File: src/rtl/branch_resolve.sv
// Branch resolution unit: keeps in-flight predictions in a circular FIFO,
// compares each against the execute-stage outcome, and produces predictor
// history updates, mispredict flush/redirect, statistics and a sticky
// protocol-error flag.
module branch_resolve #(
    parameter int DEPTH = 4,
    parameter int CNT_W = 16
) (
    input  logic             clk,
    input  logic             rst,
    input  logic             pred_valid,
    input  logic             pred_taken,
    input  logic [31:0]      pred_pc,
    input  logic             res_valid,
    input  logic             res_taken,
    input  logic [31:0]      res_pc,
    input  logic [31:0]      res_target,
    output logic             history,
    output logic             hist_valid,
    output logic             flush,
    output logic [31:0]      redirect_pc,
    output logic             q_full,
    output logic             q_empty,
    output logic [CNT_W-1:0] br_cnt,
    output logic [CNT_W-1:0] miss_cnt,
    output logic             seq_err
);

    localparam int AW = (DEPTH > 1) ? $clog2(DEPTH) : 1;

    // Entry layout: {pc[31:0], taken}
    logic [32:0]      mem_q [DEPTH];
    logic [AW-1:0]    wr_ptr_q, wr_ptr_d;
    logic [AW-1:0]    rd_ptr_q, rd_ptr_d;
    logic [AW:0]      count_q, count_d;

    logic             history_q, history_d;
    logic             hist_valid_q, hist_valid_d;
    logic             flush_q, flush_d;
    logic [31:0]      redirect_pc_q, redirect_pc_d;
    logic [CNT_W-1:0] br_cnt_q, br_cnt_d;
    logic [CNT_W-1:0] miss_cnt_q, miss_cnt_d;
    logic             seq_err_q, seq_err_d;

    logic             full, empty;
    logic             deq, enq, mispredict;
    logic [31:0]      head_pc;
    logic             head_taken;

    assign full       = (count_q == (AW+1)'(DEPTH));
    assign empty      = (count_q == '0);
    assign head_pc    = mem_q[rd_ptr_q][32:1];
    assign head_taken = mem_q[rd_ptr_q][0];

    assign deq        = res_valid && !empty;
    assign mispredict = deq && (head_taken != res_taken);
    // A same-cycle dequeue frees a slot, so a full queue can still accept;
    // a mispredict squashes everything including the incoming prediction.
    assign enq        = pred_valid && (!full || deq) && !mispredict;

    // Queue storage write; entries need no reset since occupancy guards reads
    always_ff @(posedge clk) begin
        if (enq) begin
            mem_q[wr_ptr_q] <= {pred_pc, pred_taken};
        end
    end

    // Next-state logic for pointers, occupancy, outputs and statistics
    always_comb begin
        wr_ptr_d      = wr_ptr_q;
        rd_ptr_d      = rd_ptr_q;
        count_d       = count_q;
        history_d     = history_q;
        hist_valid_d  = deq;
        flush_d       = mispredict;
        redirect_pc_d = redirect_pc_q;
        br_cnt_d      = br_cnt_q;
        miss_cnt_d    = miss_cnt_q;
        seq_err_d     = seq_err_q;

        if (mispredict) begin
            // Squash all in-flight work: pointers collapse, queue empties
            wr_ptr_d = '0;
            rd_ptr_d = '0;
            count_d  = '0;
        end else begin
            if (enq) wr_ptr_d = wr_ptr_q + AW'(1);
            if (deq) rd_ptr_d = rd_ptr_q + AW'(1);
            if (enq && !deq)      count_d = count_q + (AW+1)'(1);
            else if (deq && !enq) count_d = count_q - (AW+1)'(1);
        end

        if (deq) begin
            history_d = res_taken;
            if (br_cnt_q != '1) br_cnt_d = br_cnt_q + CNT_W'(1);
        end

        if (mispredict) begin
            redirect_pc_d = res_taken ? res_target : (res_pc + 32'd4);
            if (miss_cnt_q != '1) miss_cnt_d = miss_cnt_q + CNT_W'(1);
        end

        // Protocol errors: overflow drop, underflow resolve, PC mismatch
        if (pred_valid && full && !deq)        seq_err_d = 1'b1;
        if (res_valid && empty)                seq_err_d = 1'b1;
        if (deq && (head_pc != res_pc))        seq_err_d = 1'b1;
    end

    // State register with synchronous reset
    always_ff @(posedge clk) begin
        if (rst) begin
            wr_ptr_q      <= '0;
            rd_ptr_q      <= '0;
            count_q       <= '0;
            history_q     <= 1'b0;
            hist_valid_q  <= 1'b0;
            flush_q       <= 1'b0;
            redirect_pc_q <= '0;
            br_cnt_q      <= '0;
            miss_cnt_q    <= '0;
            seq_err_q     <= 1'b0;
        end else begin
            wr_ptr_q      <= wr_ptr_d;
            rd_ptr_q      <= rd_ptr_d;
            count_q       <= count_d;
            history_q     <= history_d;
            hist_valid_q  <= hist_valid_d;
            flush_q       <= flush_d;
            redirect_pc_q <= redirect_pc_d;
            br_cnt_q      <= br_cnt_d;
            miss_cnt_q    <= miss_cnt_d;
            seq_err_q     <= seq_err_d;
        end
    end

    assign history     = history_q;
    assign hist_valid  = hist_valid_q;
    assign flush       = flush_q;
    assign redirect_pc = redirect_pc_q;
    assign q_full      = full;
    assign q_empty     = empty;
    assign br_cnt      = br_cnt_q;
    assign miss_cnt    = miss_cnt_q;
    assign seq_err     = seq_err_q;

endmodule

File: config.mk
export PLATFORM = sky130hd
export DESIGN_NAME = branch_resolve
export DESIGN_NICKNAME = d
export VERILOG_FILES = /design/src/rtl/branch_resolve.sv
export SDC_FILE = /design/constraint.sdc
export NUM_CORES = 1
export LEC_CHECK = 0
export ABC_AREA = 1
export CAP_MARGIN = 20
export CORE_MARGIN = 5
export CORE_UTILIZATION = 50
export DETAILED_ROUTE_END_ITERATION = 7
export GPL_TIMING_DRIVEN = 0
export PLACE_DENSITY = 0.76
export SLEW_MARGIN = 5
export SYNTH_ARGS = -nofsm -noshare
export SYNTH_HDL_FRONTEND = slang
export SYNTH_SLANG_ARGS = --single-unit
export TNS_END_PERCENT = 30
File: constraint.sdc
create_clock -name clk -period 4.14 [get_ports clk]
set_clock_uncertainty 0.2 [all_clocks]
set_input_delay 0.621 -clock clk [delete_from_list [all_inputs] [get_ports clk]]
set_output_delay 0.621 -clock clk [all_outputs]
set_load 0.05 [all_outputs]
* Word-level counts from Yosys, hierarchy flattened
Memory sizes are Yosys's and may differ from the RTL's. A register that Yosys moved wholly into a read port is not among the register bits.
Index checks and enable logic that the tools add are counted.
** Operators by class
- Add/sub/neg operators :: 7
- Eq/ne operators :: 5
- Muxes and demuxes :: 10
- Reduce and logical (&&, ||, !) cells :: 22
** Operator list (count)
- $add 16x1->16 const B :: 2
- $add 32x3->32 const B :: 1
- $mux 32 :: 1
- $ne 16x16->1 const B :: 2
- $ne 32x32->1 :: 1
- $logic_and 1x1->1 :: 10
- $mux 3 :: 2
- $logic_not 1->1 :: 5
- $mux 1 :: 5
- $add 2x1->2 const B :: 2
- $mux 2 :: 2
- $reduce_and 2->1 :: 2
- $add 3x1->3 const B :: 1
- $eq 3x3->1 const B :: 1
- $logic_not 3->1 :: 1
- $reduce_bool 3->1 :: 1
- $sub 3x1->3 const B :: 1
- $reduce_bool 2->1 :: 1
- $reduce_or 2->1 :: 1
- $logic_or 1x1->1 :: 1
- $ne 1x1->1 :: 1
** Word-level totals
- Bits in registers :: 75
- RAM bits :: 132
- Input bits :: 102
- Output and inout port bits :: 70
- Word-level logic and storage cells :: 55
- Memories kept :: 1
** Memories
- mem_q :: words 4, width 33, read ports 1, clocked after Yosys merged registers in 1, write ports 1, RTL line 32 : logic [32:0] mem_q [DEPTH];

* Logic depth before layout (Yosys ltp)
- Depth after elaboration :: 10
- Gate-level depth with buffers :: 16
- Depth with buffers taken out :: 14

* Least setup slack after synthesis
Ideal clock, no wire load.
- Path kind :: input-to-reg
- Start point :: input res_taken
- End point :: memory mem_q[0][0] (enable)
- Setup time :: 0.423 ns
- Data arrival time :: 2.543 ns
- Data required time :: 3.517 ns
- Path slack :: 0.974 ns
- Cell stages on the path :: 5
- Buffers on the path :: 0
- Cell sequence :: inv_1 > xor2_4 > nand2_4 > nand2_4 > nor2_1
** On the way
- Word-level cells in the longest chain between the ends :: 6
** Ends and longest elaborated chain
- from (decl) :: RTL line 15 : input logic res_taken,
- $ne 1x1->1 :: RTL line 56 : assign mispredict = deq && (head_taken != res_taken);
- $logic_and 1x1->1 :: RTL line 56
- $logic_not 1->1 :: RTL line 59 : assign enq = pred_valid && (!full || deq) && !mispredict;
- $logic_and 1x1->1 :: RTL line 59
- $mux 1 :: RTL line 63 : if (enq) begin
- $mux 1 (not written as such) :: RTL line 64 : mem_q[wr_ptr_q] <= {pred_pc, pred_taken};
- to (decl) :: RTL line 32
No other way between the ends.

* Worst setup path after layout
- Start point :: register count_q[2]
- End point :: output q_full
** On the way
- Word-level cells in the longest chain between the ends :: 1
** Ends and longest elaborated chain
- from (decl) :: RTL line 35 : logic [AW:0] count_q, count_d;
- from (signal assigned) :: RTL line 125 : count_q <= count_d;
- $eq 3x3->1 :: RTL line 50 : assign full = (count_q == (AW+1)'(DEPTH));
- to (decl) :: RTL line 22 : output logic q_full,
No other way between the ends.

==> results.md <==
* Pre-CTS WS at 0.921 ns
* RSZ-0062 raised after global routing: false
* CP bufs+invs at 2
* Root Buffer: clkbuf_16
* Crit path max-delay family: buffers and inverters
* Initial core utilization at 0.507
* Combinational group share of total power at 0.347
* Sequential area share after synthesis at 0.538
* Outcome: completed
* DR vias at 8993
* Die X-Extent at 153 µm
* Lkg Pwr at 5.12 nW
* Largest net degree at the start of global routing at 22
* Cts hold-fix bufs at 0
* CP Cell Sequence: inv_1 -> nor3_2 -> clkdlybuf4s50_1
* Vias in the first global route at 8636
* Yosys reg bits at 209
* Reg-to-reg slack, setup at 1.68 ns
* Drt via density at 5.36
* Number of DRC markers in iteration 0 at 923
* Clock Latency Late Sink at 0.52 ns
* Global-route wire length before repair at 46600 µm
* Worst EP required at 3.32 ns
* Wire per inst at 17.9 µm
* Clock share of power at 0.272
* Nets at 1502
* # rows at 52
* Syn Inst Count at 1193
* Core ar. at 0.0202 mm²
* Sw Ratio at 0.361
* Worst r2r path cells at 9
* Number of placed instances, taps included at 1637
* Endpoints failing hold at 0
* Post-Syn Area at 0.0102 mm²
* Mapped Nets at 1303
* Hold EP: redirect_pc[19]
* CP startpoint kind: flop
* Syn Area/Cell at 8.58 µm²
* CTS Buffer Depth at 3
* Pwr Total at 6.96 mW
* Worst path slowest cell: clkdlybuf4s50_1
* Most common cell after layout, fill and taps aside: nand2_1
* HPWL after DPL at 22800 µm
* Commonest non-fill, non-tap cells in the layout: 404 x nand2_1, 170 x clkdlybuf4s50_1, 152 x nand3_1
* Normalized max-slew margin at 0.564
* Setup Total Neg Slack at 0 ns
* Gpl congestion at 0.989
* Hold_sp: redirect_pc[19]
* Fin crit share at 0.671
* CTS H-tree depth at 1
* # resized after CTS at 0
* TritonCTS clock tree: done
* VDD IR max at 0.398 mV
* Remaining DRCs at 0
* Final Hold Slack at 0.253 ns
* Post-route ant nets at 0
* Ys Warns at 0
* Hold path cells at 2
* Total track usage at 0.250
* Worst-path clk slew at 0.06 ns
* Die span in y at 153 µm
* Port Buf Inserts at 170
* Pint at 4.44 mW
* CP Class: reg -> out
* Net Sw Power at 2.51 mW
* Distinct cell type count after synthesis at 44
* Setup-violating endpoint count in the final report at 0
* Worst-Margin Slew at 0.652 ns
* Max Cap Viol at 0
* Final min period at 2.78 ns
* Finished Layout Cells at 1678
* Fmax at 0.360 GHz
* Grt ovf at 0
* Critical path arrival at 1.96 ns
* Crit end category: primary output
* DR pass1 iterations at 8
* Syn-to-layout area delta at 28.0%
* CTS sink count at 209
* Seq pwr share at 0.381
* Crit path launch: count_q[2]
* Setup Buffers After CTS at 0
* Hold WC Path Type: reg -> reg
* CP Max Fanout at 3
* Setup ws final at 1.36 ns
* I/O Pins at 172
* Final slew viol count at 0
* Power density over cell area at 531 mW/mm²
* Die area at 0.0234 mm²
* Num CTS Buffers at 23
* Instance count on the critical path at 3
* Initial antenna violation count at 1
* Worst R2R End: mem_q[1][16]
* Slowest stage delay, CP at 0.84 ns
* Share of cells above drive strength 1 at 0.0810
* WL final at 30100 µm
[layer usage]
metal | routed length, µm | up-vias | track usage | share of wire
li1 | - | 4395 | - | -
met1 | 12800 | 4093 | 0.352 | 0.43
met3 | 2880 | 74 | 0.0385 | 0.096
met4 | 1130 | 0 | 0.0967 | 0.037
met2 | 13300 | 431 | 0.394 | 0.44
met5 | 0 | - | 0 | 0
[through the flow]
stage / util / area, µm²
after floorplan: - / 10200
after global placement: 0.608 / 12300
after detailed placement: 0.615 / 12400
after CTS: 0.649 / 13100
after global routing: 0.649 / 13100
final: 0.649 / 13100
[registers in the layout, indices dropped and copies added (netlist names), named ones only]
name	count
history	1
miss_cnt	16
wr_ptr_q	2
hist_valid	1
redirect_pc	32
seq_err	1
count_q	3
flush	1
br_cnt	16
rd_ptr_q	2
mem_q	132
[how the worst max path moves through the flow]
stage                       to
3_3_place_gp      mem_q[3][28]
3_5_place_dp   redirect_pc[30]
2_1_floorplan      mem_q[0][0]
6_report                q_full
4_1_cts                 q_full
5_1_grt        redirect_pc[30]
[Yosys cell counts, drive strengths merged]
cell type	instances	area share
o21bai	1	0.00073
a31oi	2	0.0012
ha	7	0.0086
a21oi	28	0.014
buf	31	0.025
nor3	36	0.020
and3	2	0.0012
dfxtp	77	0.15
clkbuf	8	0.0029
nor2	79	0.032
o21ai	56	0.034
edfxtp	132	0.39
nor4	2	0.0012
fa	1	0.0020
xnor3	1	0.0022
nand3	154	0.077
xnor2	4	0.0034
nor3b	5	0.0037
mux2i	5	0.0049
o211ai	12	0.0088
nand3b	2	0.0015
xor2	15	0.015
or2	1	0.00061
inv	104	0.039
o22ai	3	0.0018
nand4	13	0.0079
nand2	412	0.16
[worst register-to-register path, stage by stage (launching register included)]
cell and delay [ns]:
dfxtp_1 0.31, buf_4 0.17, inv_4 0.07, nand3_2 0.07, nand2_2 0.10, xor2_4 0.19
nand2_4 0.14, nand2_4 0.13, nor2_4 0.53, buf_16 0.25
[final cells by class]
type / count / area [µm²]
Clock buffer: 28 / 637
Antenna cell: 1 / 2.50
Inverter: 104 / 395
Multi-Input combinational cell: 841 / 4080
Fill cell: 1654 / 7070
Tap cell: 270 / 338
Clock inverter: 12 / 61.3
Buffer: 39 / 282
Sequential cell: 209 / 5510
Timing Repair Buffer: 174 / 1800
[kinds of logic (layout without fill, tap and decap cells)]
logic type	count (synthesis)	count (layout)	share of synthesized area
buffers and inverters	143	357	0.0661
other	0	1	0
DFF	209	209	0.538
AOI/OAI and AO/OA	102	102	0.0599
muxes	5	5	0.00489
xor gates and xnor gates	20	20	0.0203
adders and majority gates	8	8	0.0105
and+or+nand+nor	706	706	0.300
[power by group through the flow]
stage	logic (mW)	clock network (mW)	registers, mW
3_5_place_dp	2.39	0	2.69
4_1_cts	2.40	1.92	2.65
3_3_place_gp	2.29	0	2.70
2_1_floorplan	1.27	0	3.00
5_1_grt	2.62	2.01	2.68
6_report	2.41	1.89	2.65
No activity file was read; power rests on OpenSTA's default activity.
==> edit, RTL diff (same flow settings) <==
Change the parameter `CNT_W` from 16 to 18.
--- a/src/rtl/branch_resolve.sv
+++ b/src/rtl/branch_resolve.sv
@@ -4,7 +4,7 @@
 // protocol-error flag.
 module branch_resolve #(
     parameter int DEPTH = 4,
-    parameter int CNT_W = 16
+    parameter int CNT_W = 18
 ) (
     input  logic             clk,
     input  logic             rst,
Ports: changed (resized br_cnt and miss_cnt); port bits go from 172 to 176. The function was not compared with the original's and may differ.
==> edit against the original RTL <==
Non-clock buffer count is 6 higher. Synthesized cell count grew 4.6%. Wire length is 7.0% higher. Core utilization down 0.28 points. Count of clock-buffer cells in the layout grew 2. Total power increased by 6.7%. Register-to-register slack got worse by 0.04 ns. Sequential power up 2%. Area after synthesis grew 2.9%. Critical endpoint unchanged. Final area increased by 3.1%. Setup slack worse by 0.0037 ns. Sequential cell count grew 4. Combinational power up 9.1%.
==> edit: results (changes against the original RTL) <==
total CTS buffers=24 (was 23); register clock-pin slew on the reported worst setup and hold paths=0.06 ns (about the same); IO Port Bufs=174 (was 170); Area contributors post-synth=edfxtp_1 (38%), nand2_1 (16%), dfxtp_1 (15%), nand3_1 (7.2%), inv_1 (3.1%) (was edfxtp_1 (39%), dfxtp_1 (15%), nand2_1 (15%), nand3_1 (7.4%), inv_1 (3.6%)); mux cell area share after synthesis=0.285% (was 0.489%); drt total wl=32,200 microns (was 30,100 microns); first-pass GRT wire length=49,600 microns (was 46,600 microns); status=finished clean (unchanged); layout cells sized above 1=8.44% (was 8.10%); post-route ant nets=0 (unchanged); Leak=5.34 nW (was 5.12 nW); critical path's slowest cell=clkdlybuf4s50_1 (unchanged); CP peak stage delay=0.84 ns (about the same); initial antenna violation count=0 (was 1); Yosys cell types=43 (was 44); Synth Area in XOR/XNOR=2.82% (was 2.03%); gr usage total=26.3% (was 25.0%); Relative slew margins=51.5% (was 56.4%); compound-cell area share of the yosys netlist=5.66% (was 5.99%); final-stage net count=1,562 (was 1,502); top post-synthesis cells by count=nand2_1 (462), nand3_1 (151), edfxtp_1 (132), inv_1 (87), dfxtp_1 (81) (was nand2_1 (404), nand3_1 (152), edfxtp_1 (132), inv_1 (97), dfxtp_1 (77)); vias per cell=5.38 (was 5.36); placed inst area=12,700 sq um (was 12,400 sq um); Final GP Congestion=0.983 (was 0.989); min-delay worst type=reg2reg (unchanged); Synth top area share=37.7% (was 38.7%); Post-synth EDFFs=132 (unchanged); WP data arrival=1.96 ns (about the same); largest net degree at the start of global routing=23 (was 22); initial DRC count=785 (was 923); maximum VDD drop=0.359 mV (was 0.398 mV); DR pass1 iterations=6 (was 8); ant diodes=0 (was 1); vias in the first global route=8,949 (was 8,636); critical path peak fanout=3 (unchanged); post-DP HPWL=24,000 microns (was 22,800 microns); register area share after synthesis=53.1% (was 53.8%); syn_nets=1,358 (was 1,303); clk_lat worst skew=0.53 ns; area share of fa/ha/maj cells after synthesis=1.02% (was 1.05%)
## edit: layout make-up
type                    count  area [sq um]
plain buffers              41           320
clock buffers              30           634
clock inverters            14           134
fillers                  1763          7380
inverters                  97           370
multi-input cells         897          4280
flip-flops and latches    213          5590
well taps                 275           344
repair buffers            178          1840
## edit: kinds of logic (layout without fill, tap and decap cells)
kind of cell	after synthesis	after routing
and+or+nand+nor	749	749
DFF	213	213
buffers and inverters	138	360
AOI/OAI and AO/OA	104	104
xor gates and xnor gates	33	33
adders and majority gates	8	8
muxes	3	3
## edit: per-layer routing
metal / global-route usage (%) / vias up / wire length, microns
li1: - / 4552 / -
met1: 36.3 / 4335 / 13600
met2: 42.6 / 447 / 14600
met3: 5.06 / 57 / 3150
met4: 7.02 / 0 / 813
met5: 0 / - / 0
## edit: through the flow
stage	hold slack [ns]	instances	power (W)	setup WS (ns)
3_5_place_dp	0.242	1701	0.00536	1.02
5_1_grt	0.268	1745	0.00779	1.25
4_1_cts	0.253	1745	0.00744	1.38
3_3_place_gp	0.238	1697	0.00527	-0.941
2_1_floorplan	0.244	1248	0.00447	1.06
6_report	0.251	1745	0.00742	1.36
## edit: critical path: cells and delay by family, from the launching register on
family / cells / cell delay (ns)
buf+inv: 2 / 0.93
flops: 1 / 0.35
simple gates: 1 / 0.17
## edit: report_power, final
part | leakage [nW] | switching [W] | internal [W]
Clock | 0.376 | 0.000861 | 0.00121
Combinational | 3.10 | 0.00176 | 0.000877
Sequential | 1.87 | 0.000130 | 0.00259
Total | 5.34 | 0.00275 | 0.00468
## edit: worst paths after layout
check        slack (ns)               to            start  cells past startpoint
max reg2reg        1.64          seq_err             flop                     13
min                0.25  redirect_pc[21]  redirect_pc[21]                      2
min reg2reg        0.25  redirect_pc[21]  redirect_pc[21]                      2
max                1.36           q_full       count_q[2]                      3
